`config.mk`:
```
export PLATFORM = sky130hd
export DESIGN_NAME = led_mode_sched
export DESIGN_NICKNAME = d
export VERILOG_FILES = /design/src/rtl/led_mode_sched.sv
export SDC_FILE = /design/constraint.sdc
export NUM_CORES = 1
export LEC_CHECK = 0
export CORE_ASPECT_RATIO = 1.2
export CORE_MARGIN = 10
export CORE_UTILIZATION = 55
export DETAILED_ROUTE_END_ITERATION = 12
export PLACE_DENSITY = 0.79
export SLEW_MARGIN = 20
export SYNTH_ARGS = -nofsm -noshare
export SYNTH_HDL_FRONTEND = slang
export SYNTH_SLANG_ARGS = --single-unit
```
`constraint.sdc`:
```
create_clock -name clk -period 2.45 [get_ports clk]
set_input_delay 0.3675 -clock clk [delete_from_list [all_inputs] [get_ports clk]]
set_output_delay 0.3675 -clock clk [all_outputs]
set_load 0.03 [all_outputs]
```
`src/rtl/led_mode_sched.sv`:
```
// led_mode_sched: owns the 16-LED bank and decides which pattern drives it.
//
// Four pattern modes (BOUNCE, FILL, BLINK, STATIC) share one tick prescaler
// whose period is DIV_BASE >> speed. A synchronised, edge-detected button
// steps through the modes. Entering a mode restarts that mode's pattern from
// its reset value. The state of inactive modes is frozen.
//
// Optional feature, enabled by defining the macro AUTO_CYCLE_EN:
//   the mode also advances on its own after AUTO_TICKS ticks without a press.
// With the macro undefined, the auto counter is not built at all.

module led_mode_sched #(
  parameter int DIV_BASE   = 33554432,  // ticks period at speed=0; power of two, >= 8
  parameter int AUTO_TICKS = 64         // ticks per mode before auto-advance
) (
  input  logic        clk,
  input  logic        rst,
  input  logic        btn_next,
  input  logic [15:0] sw,
  input  logic [1:0]  speed,
  output logic [15:0] led,
  output logic [1:0]  mode
);

  localparam int CNT_W = $clog2(DIV_BASE);

  typedef enum logic [1:0] {
    MODE_BOUNCE = 2'd0,
    MODE_FILL   = 2'd1,
    MODE_BLINK  = 2'd2,
    MODE_STATIC = 2'd3
  } mode_e;

  typedef enum logic {
    DIR_RIGHT = 1'b0,
    DIR_LEFT  = 1'b1
  } dir_e;

  // Elaboration-time guards on the parameters.
  if (DIV_BASE < 8 || (DIV_BASE & (DIV_BASE - 1)) != 0) begin : g_bad_div_base
    $error("led_mode_sched: DIV_BASE must be a power of two and at least 8");
  end
  if (AUTO_TICKS < 1) begin : g_bad_auto_ticks
    $error("led_mode_sched: AUTO_TICKS must be at least 1");
  end

  // ---------------------------------------------------------------------------
  // Tick prescaler
  // ---------------------------------------------------------------------------
  logic [CNT_W-1:0] cnt_q;
  logic [CNT_W-1:0] cnt_d;
  logic [CNT_W-1:0] period_m1;
  logic             tick;

  // Terminal count for the selected speed; the >= compare lets a switch to a
  // shorter period tick at once instead of running the counter past it.
  always_comb begin
    // NOTE: every output of a combinational block gets a value on every path
    // (here via unconditional assignments) so no latch is inferred.
    period_m1 = CNT_W'((DIV_BASE >> speed) - 1);
    tick      = (cnt_q >= period_m1);
    cnt_d     = tick ? '0 : cnt_q + 1'b1;
  end

  // Prescaler count register.
  always_ff @(posedge clk or posedge rst) begin
    // NOTE: registers are written with non-blocking assignments so every flop
    // samples the pre-edge value of every other flop.
    if (rst) begin
      cnt_q <= '0;
    end else begin
      cnt_q <= cnt_d;
    end
  end

  // ---------------------------------------------------------------------------
  // Button synchroniser and rising-edge detect
  // ---------------------------------------------------------------------------
  logic sync1_q;
  logic sync2_q;
  logic sync3_q;
  logic btn_press;

  // Two flops resolve metastability; the third holds last cycle's level.
  always_ff @(posedge clk or posedge rst) begin
    if (rst) begin
      sync1_q <= 1'b0;
      sync2_q <= 1'b0;
      sync3_q <= 1'b0;
    end else begin
      sync1_q <= btn_next;
      sync2_q <= sync1_q;
      sync3_q <= sync2_q;
    end
  end

  // One-cycle pulse per rising edge, so a held button advances only once.
  assign btn_press = sync2_q & ~sync3_q;

  // ---------------------------------------------------------------------------
  // Mode-advance request (button, optionally also the auto counter)
  // ---------------------------------------------------------------------------
  logic press;

`ifdef AUTO_CYCLE_EN
  localparam int AUTO_W = $clog2(AUTO_TICKS + 1);

  logic [AUTO_W-1:0] auto_q;
  logic [AUTO_W-1:0] auto_d;
  logic              auto_press;

  // A simultaneous button and auto press merge into a single advance.
  assign auto_press = (auto_q == AUTO_W'(AUTO_TICKS));
  assign press      = btn_press | auto_press;

  // Count ticks spent in the current mode; any advance restarts the count.
  always_comb begin
    auto_d = auto_q;
    if (press) begin
      auto_d = '0;
    end else if (tick) begin
      auto_d = auto_q + 1'b1;
    end
  end

  // Auto-advance counter register.
  always_ff @(posedge clk or posedge rst) begin
    if (rst) begin
      auto_q <= '0;
    end else begin
      auto_q <= auto_d;
    end
  end
`else
  assign press = btn_press;
`endif

  // ---------------------------------------------------------------------------
  // Mode sequencer, pattern state and LED register
  // ---------------------------------------------------------------------------
  mode_e       mode_q;
  mode_e       mode_next;
  logic [3:0]  pos_q;      // lit LED index in BOUNCE
  dir_e        dir_q;      // BOUNCE travel direction
  logic [4:0]  level_q;    // number of lit LEDs in FILL, 0..16
  logic        phase_q;    // BLINK on/off phase
  logic [15:0] led_q;
  logic [15:0] pattern_d;

  // Mode that a press moves to; the 2-bit add wraps STATIC back to BOUNCE.
  assign mode_next = mode_e'(mode_q + 2'd1);

  // Pattern of the current mode, registered into led_q on the next edge.
  always_comb begin
    pattern_d = 16'h0000;
    unique case (mode_q)
      MODE_BOUNCE: pattern_d = 16'h0001 << pos_q;
      MODE_FILL:   pattern_d = ~(16'hFFFF >> level_q);
      MODE_BLINK:  pattern_d = {16{phase_q}};
      MODE_STATIC: pattern_d = sw;
    endcase
  end

  // Mode FSM: a press wins over a coincident tick (which is then dropped);
  // otherwise a tick advances only the active mode's pattern.
  always_ff @(posedge clk or posedge rst) begin
    if (rst) begin
      mode_q  <= MODE_BOUNCE;
      pos_q   <= 4'd15;
      dir_q   <= DIR_RIGHT;
      level_q <= 5'd0;
      phase_q <= 1'b0;
      led_q   <= 16'h8000;
    end else begin
      led_q <= pattern_d;

      if (press) begin
        mode_q <= mode_next;
        // Restart the pattern of the mode being entered.
        unique case (mode_next)
          MODE_BOUNCE: begin
            pos_q <= 4'd15;
            dir_q <= DIR_RIGHT;
          end
          MODE_FILL:   level_q <= 5'd0;
          MODE_BLINK:  phase_q <= 1'b0;
          MODE_STATIC: ;
        endcase
      end else if (tick) begin
        unique case (mode_q)
          MODE_BOUNCE: begin
            // Each end is held for one tick while the direction flips.
            if (dir_q == DIR_RIGHT) begin
              if (pos_q == 4'd0) begin
                dir_q <= DIR_LEFT;
              end else begin
                pos_q <= pos_q - 4'd1;
              end
            end else begin
              if (pos_q == 4'd15) begin
                dir_q <= DIR_RIGHT;
              end else begin
                pos_q <= pos_q + 4'd1;
              end
            end
          end
          MODE_FILL:   level_q <= (level_q == 5'd16) ? 5'd0 : level_q + 5'd1;
          MODE_BLINK:  phase_q <= ~phase_q;
          MODE_STATIC: ;
        endcase
      end
    end
  end

  assign led  = led_q;
  assign mode = mode_q;

endmodule

```
# After elaboration in Yosys (flattened, before gate mapping)
# Index checks and enable logic that the tools add are counted.
[totals]
word_cells = 72
in_bits = 21
out_inout_bits = 18
reg_bits = 57
[classes]
n_bitwise = 4
mux = 25
order_cmp = 1
reduce_logical = 11
shifts = 3
n_eq_ne = 12
add_sub_neg = 6
[ops]
columns = ["operator", "count"]
rows = [
  ["case mux 16 bit (4 select lines)", 1],
  ["two-way mux 4 bit", 7],
  [">> shifter 26 x 2 -> 25 bit (first input constant)", 1],
  ["adder 25 x 1 -> 25 bit (second input constant)", 1],
  ["greater-or-equal comparator 25 bit", 1],
  ["two-way mux 25 bit", 1],
  ["two-way mux 5 bit", 5],
  ["subtractor 25 x 2 -> 25 bit (second input constant)", 1],
  ["inverter 16 bit", 1],
  ["<< shifter 1 x 4 -> 16 bit (first input constant)", 1],
  [">> shifter 16 x 5 -> 16 bit (first input constant)", 1],
  ["two-way mux 1 bit", 11],
  ["AND reduction 3 bit", 3],
  ["nonzero test 2 bit", 4],
  ["equality test 2 bit (second input constant)", 3],
  ["!= test 2 x 1 -> 1 bit (second input constant)", 3],
  ["!= test 3 bit (second input constant)", 2],
  ["adder 5 x 1 -> 5 bit (second input constant)", 1],
  ["equality test 5 bit (second input constant)", 1],
  ["AND reduction 5 bit", 1],
  ["adder 4 x 1 -> 4 bit (second input constant)", 1],
  ["equality test 2 x 1 -> 1 bit (second input constant)", 2],
  ["equality test 4 bit (second input constant)", 1],
  ["logical NOT 2 bit", 2],
  ["5 further kinds", 6],
]

# Logic depth before layout (Yosys ltp)
# Gate-level depths: netlist of the first run.
[logic_depth]
word_depth = 6
depth_mapped = 8
mapped_depth_nobuf = 7

# Least setup slack after synthesis of the first run
# Ideal clock, no wire load.
[synth_timing]
kind = "input port to flip-flop"
start = "input speed[1]"
end = "register level_q[0]"
n_path_buf = 1
required_ns = 2.325
arrival_ns = 2.154
setup_time_ns = 0.125
setup_slack_ns = 0.171
cell_stages = 8
cell_sequence = "or2_2 > ha_1 > nand3_1 > or3_1 > o31a_1 > buf_6 > a21o_1 > mux2_2"
[synth_between]
elab_chain_len = 5
[synth_rtl]
columns = ["item", "line_no", "source"]
rows = [
  ["start: declaration", "20", "input logic [1:0] speed,"],
  [">> shifter 26 x 2 -> 25 bit", "60", "period_m1 = CNT_W'((DIV_BASE >> speed) - 1);"],
  ["subtractor 25 x 2 -> 25 bit", "60", ""],
  ["greater-or-equal comparator 25 bit", "61", "tick = (cnt_q >= period_m1);"],
  ["nonzero test 2 bit (no line)", "--", ""],
  ["AND reduction 3 bit (no line)", "--", ""],
  ["end signal: assignment", "207", "MODE_FILL: level_q <= (level_q == 5'd16) ? 5'd0 : level_q + 5'd1;"],
  ["end: declaration", "145", "logic [4:0] level_q;"],
]
# Every way passes these cells.
# A chain may end at the register's enable or synchronous reset.

# Final worst setup path of the first run
[layout_timing]
start = "input speed[0]"
end = "register pos_q[3]"
[layout_between]
elab_chain_len = 5
[layout_rtl]
columns = ["item", "line_no", "source"]
rows = [
  [">> shifter 26 x 2 -> 25 bit", "60", ""],
  ["subtractor 25 x 2 -> 25 bit", "60", ""],
  ["greater-or-equal comparator 25 bit", "61", ""],
  ["nonzero test 2 bit (no line)", "--", ""],
  ["AND reduction 5 bit (no line)", "--", ""],
  ["end signal: assignment", "197", "pos_q <= pos_q - 4'd1;"],
  ["end signal: assignment", "203", "pos_q <= pos_q + 4'd1;"],
  ["end: declaration", "143", "logic [3:0] pos_q;"],
]
# Every way passes these cells.

==> results by group, run 1 <==
Run status
  • Status: completed

STA
  • Final hold slack: 0.362 ns
  • Final worst setup slack: 0.0637 ns
  • Minimum clock period: 2.39 ns
  • Rel. slew slack: 62.7%
  • Final hold vios: 0
  • FMAX: 419 MHz
  • Final period utilization: 97.4%
  • Slew @ Worst Pin: 0.558 ns
  • Endpoints failing setup: 0
  • Max-slew violation count: 0
  • Final clock skew: 0.00763 ns

Routing
  • Via/cell ratio: 5.85
  • Initial DRC count: 102
  • Number of nets with antenna violations after routing: 0
  • Via count: 2551
  • Drt wl/cell: 17.0 um
  • DR DRC count: 0
  • Drt first pass iters: 4
  • Drt total wl: 7.39 mm

Floorplanning
  • IO Pins: 39
  • FP Rows: 29
  • Chip height: 102 um
  • Die width: 88.4 um
  • Initial Util: 57.6%
  • Core Area: 5370 sq um
  • Die area: 9030 sq um

Global route
  • Vias in the first global route: 2594
  • Pin count of the biggest net entering global routing: 35
  • Overflow after GRT: 0
  • Met3 Use GR: 3.82%
  • GR Util met1: 20.9%
  • Initial antenna violation count: 0
  • Global routing usage on met2: 28.6%
  • GRT Resource Usage Total: 17.4%
  • GRT busiest layer: met2
  • First-pass GRT wire length: 12.5 mm

Synthesis
  • Count leader, synth: dfrtp_1
  • Synth top area share: 42.1%
  • Syn nets: 364
  • Post-synth cell types: 49
  • Area contributors post-synth: dfrtp_1 (42%), ha_1 (6.5%), nor2_1 (4.6%)
  • Commonest cells in the netlist: dfrtp_1 (52), nor2_1 (38), nand2_1 (25)
  • Top FF cell, synth: dfrtp_1
  • Yosys warns: 0
  • Leading area contributor after synthesis: dfrtp_1
  • Synth Cell Area: 3090 sq um
  • EDFF count, synth: 0
  • Post-synthesis sequential area ratio: 46.3%
  • Syn Area/Cell: 9.48 sq um
  • Mapped Cells: 326
  • Asr flop ratio synth: 100%
  • Yosys reg bits: 57

Layout
  • Area grow syn2layout: 23.4%
  • Share of layout cells above drive strength 1: 12.3%
  • Non-filler instance count after layout: 436
  • Fillers: 403
  • Nets@finish: 407
  • # diodes: 0

Worst setup path
  • CP Launch Type: primary input
  • RR Startpoint: cnt_q[5]$_DFF_PP0_
  • Setup crit end kind: flop
  • R2r worst-path depth: 6
  • CP Data Required Time: 2.72 ns
  • CP max FO: 7
  • Reg-to-Reg End: pos_q[3]$_DFFE_PP1P_
  • Kind of critical path: in -> reg
  • Crit. Startpoint: speed[0]
  • Worst R2R Setup Slack: 0.28 ns
  • Crit path DAT: 2.65 ns
  • CP endpoint: pos_q[3]$_DFFE_PP1P_

Clock tree
  • TritonCTS clock tree: done
  • CTS clk-pin slew, worst paths: 0.07 ns
  • TritonCTS Buffers: 9
  • CTS H-Tree Depth: 3
  • Hold buffers post-CTS: 0
  • CTS root buf: clkbuf_8
  • Clock Path Buffers: 2
  • CTS sink count: 57
  • Skew-Pair Late Insertion Delay: 0.34 ns

Placed design
  • Placer congestion estimate: 0.899
  • PortBufs: 38
  • Worst slack, placed: -0.386 ns
  • Inst Count DP: 419
  • Hpwl dp: 5.36 mm

Power and ir drop
  • Pwr/cell area: 1060 nW/um^2
  • Pleak: 1.63 nW
  • Peak supply drop: 0.000697 V

Job
  • Max_cap viols: 0

Worst hold path
  • Min-Delay Path Class: reg -> reg
[critical path: stages]
cell,delay (ns)
clkdlybuf4s50_1,0.43
or2_4,0.25
ha_4,0.26
nand3_1,0.07
or3_4,0.34
o31a_1,0.40
buf_4,0.18
nor4_1,0.26
nor3_1,0.08
[placed cells by master, fill, tap and decap left out, types with 3 or more instances in the layout]
cell | Yosys | routed
nor3_1 | 4 | 4
nor2_1 | 38 | 38
nor2b_1 | 5 | 5
o21ai_0 | 19 | 19
inv_1 | 11 | 10
clkdlybuf4s50_1 | 0 | 37
xnor2_1 | 11 | 11
nor4_1 | 6 | 5
a21o_1 | 3 | 3
nand2_1 | 25 | 25
a211oi_1 | 3 | 3
nand4_1 | 11 | 11
ha_1 | 16 | 15
xor2_1 | 15 | 15
dfrtp_1 | 52 | 52
a21oi_1 | 18 | 18
clkinvlp_4 | 0 | 3
buf_4 | 0 | 12
nand3_1 | 21 | 21
clkbuf_8 | 0 | 10
dfstp_2 | 5 | 5
[cells by family (layout without fill, tap and decap cells)]
| family | count (synthesis) | in the layout | synth area share (%) |
|---|---|---|---|
| simple gates | 125 | 125 | 19.7 |
| compound gates | 67 | 67 | 14.1 |
| flops | 57 | 57 | 46.3 |
| buf+inv | 30 | 78 | 4.01 |
| xor+xnor | 26 | 26 | 7.37 |
| fa+ha+maj | 17 | 17 | 7.12 |
| mux | 4 | 4 | 1.38 |
[state kept, by name (all words and copies together), names as in the netlist]
register  flops
level_q       5
dir_q         1
cnt_q        25
led          16
mode          2
phase_q       1
pos_q         4
sync1_q       1
sync3_q       1
sync2_q       1
[report_power, final]
part,internal [mW],switching [mW]
logic,0.671,0.981
clock network,0.498,0.396
registers,1.23,0.286
total,2.39,1.66
[layout make-up]
type                            count  area (sq um)  share of cell area (%)
Timing Repair Buffer               51           493                    12.9
Multi-Input combinational cell    239          1570                    41.1
Tap cell                           62          77.6                    2.03
Clock buffer                       10           138                    3.61
Sequential cell                    57          1430                    37.6
Inverter                           11          41.3                    1.08
Clock inverter                      6          66.3                    1.74
[through the flow]
stage	utilization, %	instance area (sq um)	total power [mW]	setup TNS (ns)
2_1_floorplan	-	3090	2.57	0
3_3_place_gp	66.6	3570	3.11	-5.44
3_5_place_dp	66.6	3570	3.14	-6.82
4_1_cts	70.4	3780	4.05	0
5_1_grt	71.0	3810	4.33	-0.0147
6_report	71.0	3810	4.06	0
[what timing repair did]
item | in CTS | in global routing
resized for setup | 0 | 5
setup buffers | 0 | 1
pin swaps | 1 | 2
hold endpoints to repair | 0 | 0
endpoints found under the setup margin | 1 | 7
cloned | 0 | 0
[routing by layer]
layer  share of wire, %  vias up
met3                5.4       15
met4                2.3        0
li1                   -     1230
met2                 50       67
met1                 42     1239
met5                  0        -
[how the worst min path moves through the flow]
stage	from	end	slack, ns	depth (start not counted)
after global placement	sync1_q$_DFF_PP0_	sync2_q$_DFF_PP0_	0.34	0
final	sync1_q$_DFF_PP0_	sync2_q$_DFF_PP0_	0.36	0
after floorplan	sync1_q$_DFF_PP0_	sync2_q$_DFF_PP0_	0.33	0
after CTS	sync1_q$_DFF_PP0_	sync2_q$_DFF_PP0_	0.36	0
after detailed placement	sync1_q$_DFF_PP0_	sync2_q$_DFF_PP0_	0.35	0
after global routing	sync1_q$_DFF_PP0_	sync2_q$_DFF_PP0_	0.37	0
No activity file was read; power rests on OpenSTA's default activity.
==> run 2: changes to the inputs <==
REMOVE_ABC_BUFFERS = 1   (was default)
==> run 2 against run 1 <==
Hold slack got worse by 0.015 ns. Sequential power hardly changed. Maximum frequency rose by 6.7%. Clock-buffer cell count grew 1. First-iteration DRC count is 67% higher. Core utilization is 1.5 points higher.
==> results by group, run 2 (same netlist as run 1, synthesis figures left out) <==
Worst hold path
  • HP Start: sync1_q$_DFF_PP0_
  • Worst Hold Depth: 0
  • Hold EP: sync2_q$_DFF_PP0_
  • Min-Delay Path Class: reg -> reg

Worst setup path
  • R2r worst-path depth: 6
  • Worst R2R Setup Slack: 0.21 ns
  • CP Launch Type: flop
  • RR Startpoint: cnt_q[23]$_DFF_PP0_
  • Setup crit end kind: flop
  • Reg-to-Reg End: level_q[0]$_DFFE_PP0P_
  • CP Data Required Time: 2.68 ns
  • Kind of critical path: reg -> reg
  • CP max FO: 5
  • Crit path DAT: 2.46 ns

Floorplanning
  • Core Area: 5370 sq um
  • Initial Util: 57.6%
  • FP Rows: 29
  • Die area: 9030 sq um
  • IO Pins: 39
  • Die width: 88.4 um
  • Chip height: 102 um

STA
  • Max-slew violation count: 0
  • Endpoints failing setup: 0
  • Slew @ Worst Pin: 0.550 ns
  • RSZ-0062 raised after global routing: false
  • Rel. slew slack: 63.4%
  • FMAX: 447 MHz
  • Minimum clock period: 2.24 ns
  • Final hold slack: 0.346 ns
  • Final period utilization: 91.3%
  • Final clock skew: 0.00527 ns
  • Final hold vios: 0

Layout
  • Area grow syn2layout: 25.9%
  • Commonest non-fill, non-tap cell in the layout: dfrtp_1
  • Nets@finish: 407
  • # diodes: 0
  • Share of layout cells above drive strength 1: 11.8%
  • Fillers: 400
  • Non-filler instance count after layout: 436
  • Finished Cell Area: 3890 sq um
  • Final Util: 72.5%
  • Most frequent cells in the layout: dfrtp_1 (52), nor2_1 (38), clkdlybuf4s50_1 (36)
  • Max reg flops: 25
  • Largest reg by FF count: cnt_q

Global route
  • Initial antenna violation count: 0
  • Overflow after GRT: 0
  • Pin count of the biggest net entering global routing: 58
  • First-pass GRT wire length: 12.3 mm
  • Vias in the first global route: 2562
  • GRT Resource Usage Total: 17.0%

Run status
  • Status: completed

Routing
  • Drt total wl: 7.33 mm
  • Drt first pass iters: 5
  • Via count: 2608
  • Initial DRC count: 170
  • DR DRC count: 0
  • Number of nets with antenna violations after routing: 0
  • Drt wl/cell: 16.8 um
  • Via/cell ratio: 5.98

Clock tree
  • CTS H-Tree Depth: 3
  • Clock Path Buffers: 2
  • Hold buffers post-CTS: 0
  • CTS sink count: 57
  • CTS clk-pin slew, worst paths: 0.07 ns
  • CTS root buf: clkbuf_8
  • Skew-Pair Late Insertion Delay: 0.34 ns
  • TritonCTS clock tree: done
  • TritonCTS Buffers: 9

Power and ir drop
  • Peak supply drop: 0.000738 V
  • Pleak: 1.68 nW
  • Pwr/cell area: 1120 nW/um^2
  • Power Total: 4.37 mW

Placed design
  • Placer congestion estimate: 0.938
  • Inst Count DP: 417
  • Hpwl dp: 5.14 mm
  • Area after DPL: 3560 sq um
  • PortBufs: 38

Job
  • Max_cap viols: 0
==> run 2: area by class of cell <==
type	count	area, sq um	share of cell area, %
multi-input combinational	240	1580	40.5
sequential	57	1430	36.8
timing repair buffer	50	488	12.5
clock buffer	11	151	3.89
clock inverter	5	125	3.21
tap	62	77.6	1.99
inverter	11	41.3	1.06
==> run 2: metrics by stage <==
stage | setup TNS, ns | setup slack [ns]
3_5_place_dp | -8.32 | -0.419
6_report | 0 | 0.214
5_1_grt | 0 | 0.146
2_1_floorplan | -28.15 | -1.28
4_1_cts | 0 | 0.0105
3_3_place_gp | -7.00 | -0.365
==> run 2: worst max path at each step <==
stage / start / to / cells after the start
final: cnt_q[23]$_DFF_PP0_ / level_q[0]$_DFFE_PP0P_ / 6
after global routing: cnt_q[23]$_DFF_PP0_ / level_q[0]$_DFFE_PP0P_ / 6
after floorplan: speed[1] / pos_q[0]$_DFFE_PP1P_ / 7
after CTS: speed[1] / level_q[0]$_DFFE_PP0P_ / 8
after global placement: speed[1] / level_q[0]$_DFFE_PP0P_ / 8
after detailed placement: speed[1] / level_q[0]$_DFFE_PP0P_ / 8
==> run 2: critical path: stages, from the launching register on <==
cell and delay (ns):
dfrtp_1 0.42, ha_1 0.31, nand3_1 0.08, or3_4 0.41, o31a_1 0.41, a21o_1 0.22, mux2_2 0.27
==> run 2: metal layers <==
metal | track usage [%] | vias up | share of wire [%] | wire (um)
met4 | 7.10 | 0 | 1.8 | 135
met1 | 21.0 | 1270 | 42 | 3110
met5 | 0 | - | 0 | 0
li1 | - | 1236 | - | -
met3 | 4.30 | 17 | 6.1 | 445
met2 | 27.5 | 85 | 50 | 3630
==> run 2: what timing repair did <==
action	4_1_cts	5_1_grt
endpoints found under the hold margin	0	0
gates cloned	1	0
resized for setup	1	5
setup buffers	1	1
pin swaps	2	2
endpoints found under the setup margin	6	23
==> run 2: where the power goes <==
| group | internal, mW | switching [mW] | total, mW |
|---|---|---|---|
| clock | 0.832 | 0.385 | 1.22 |
| combinational | 0.666 | 0.986 | 1.65 |
| sequential | 1.23 | 0.278 | 1.50 |
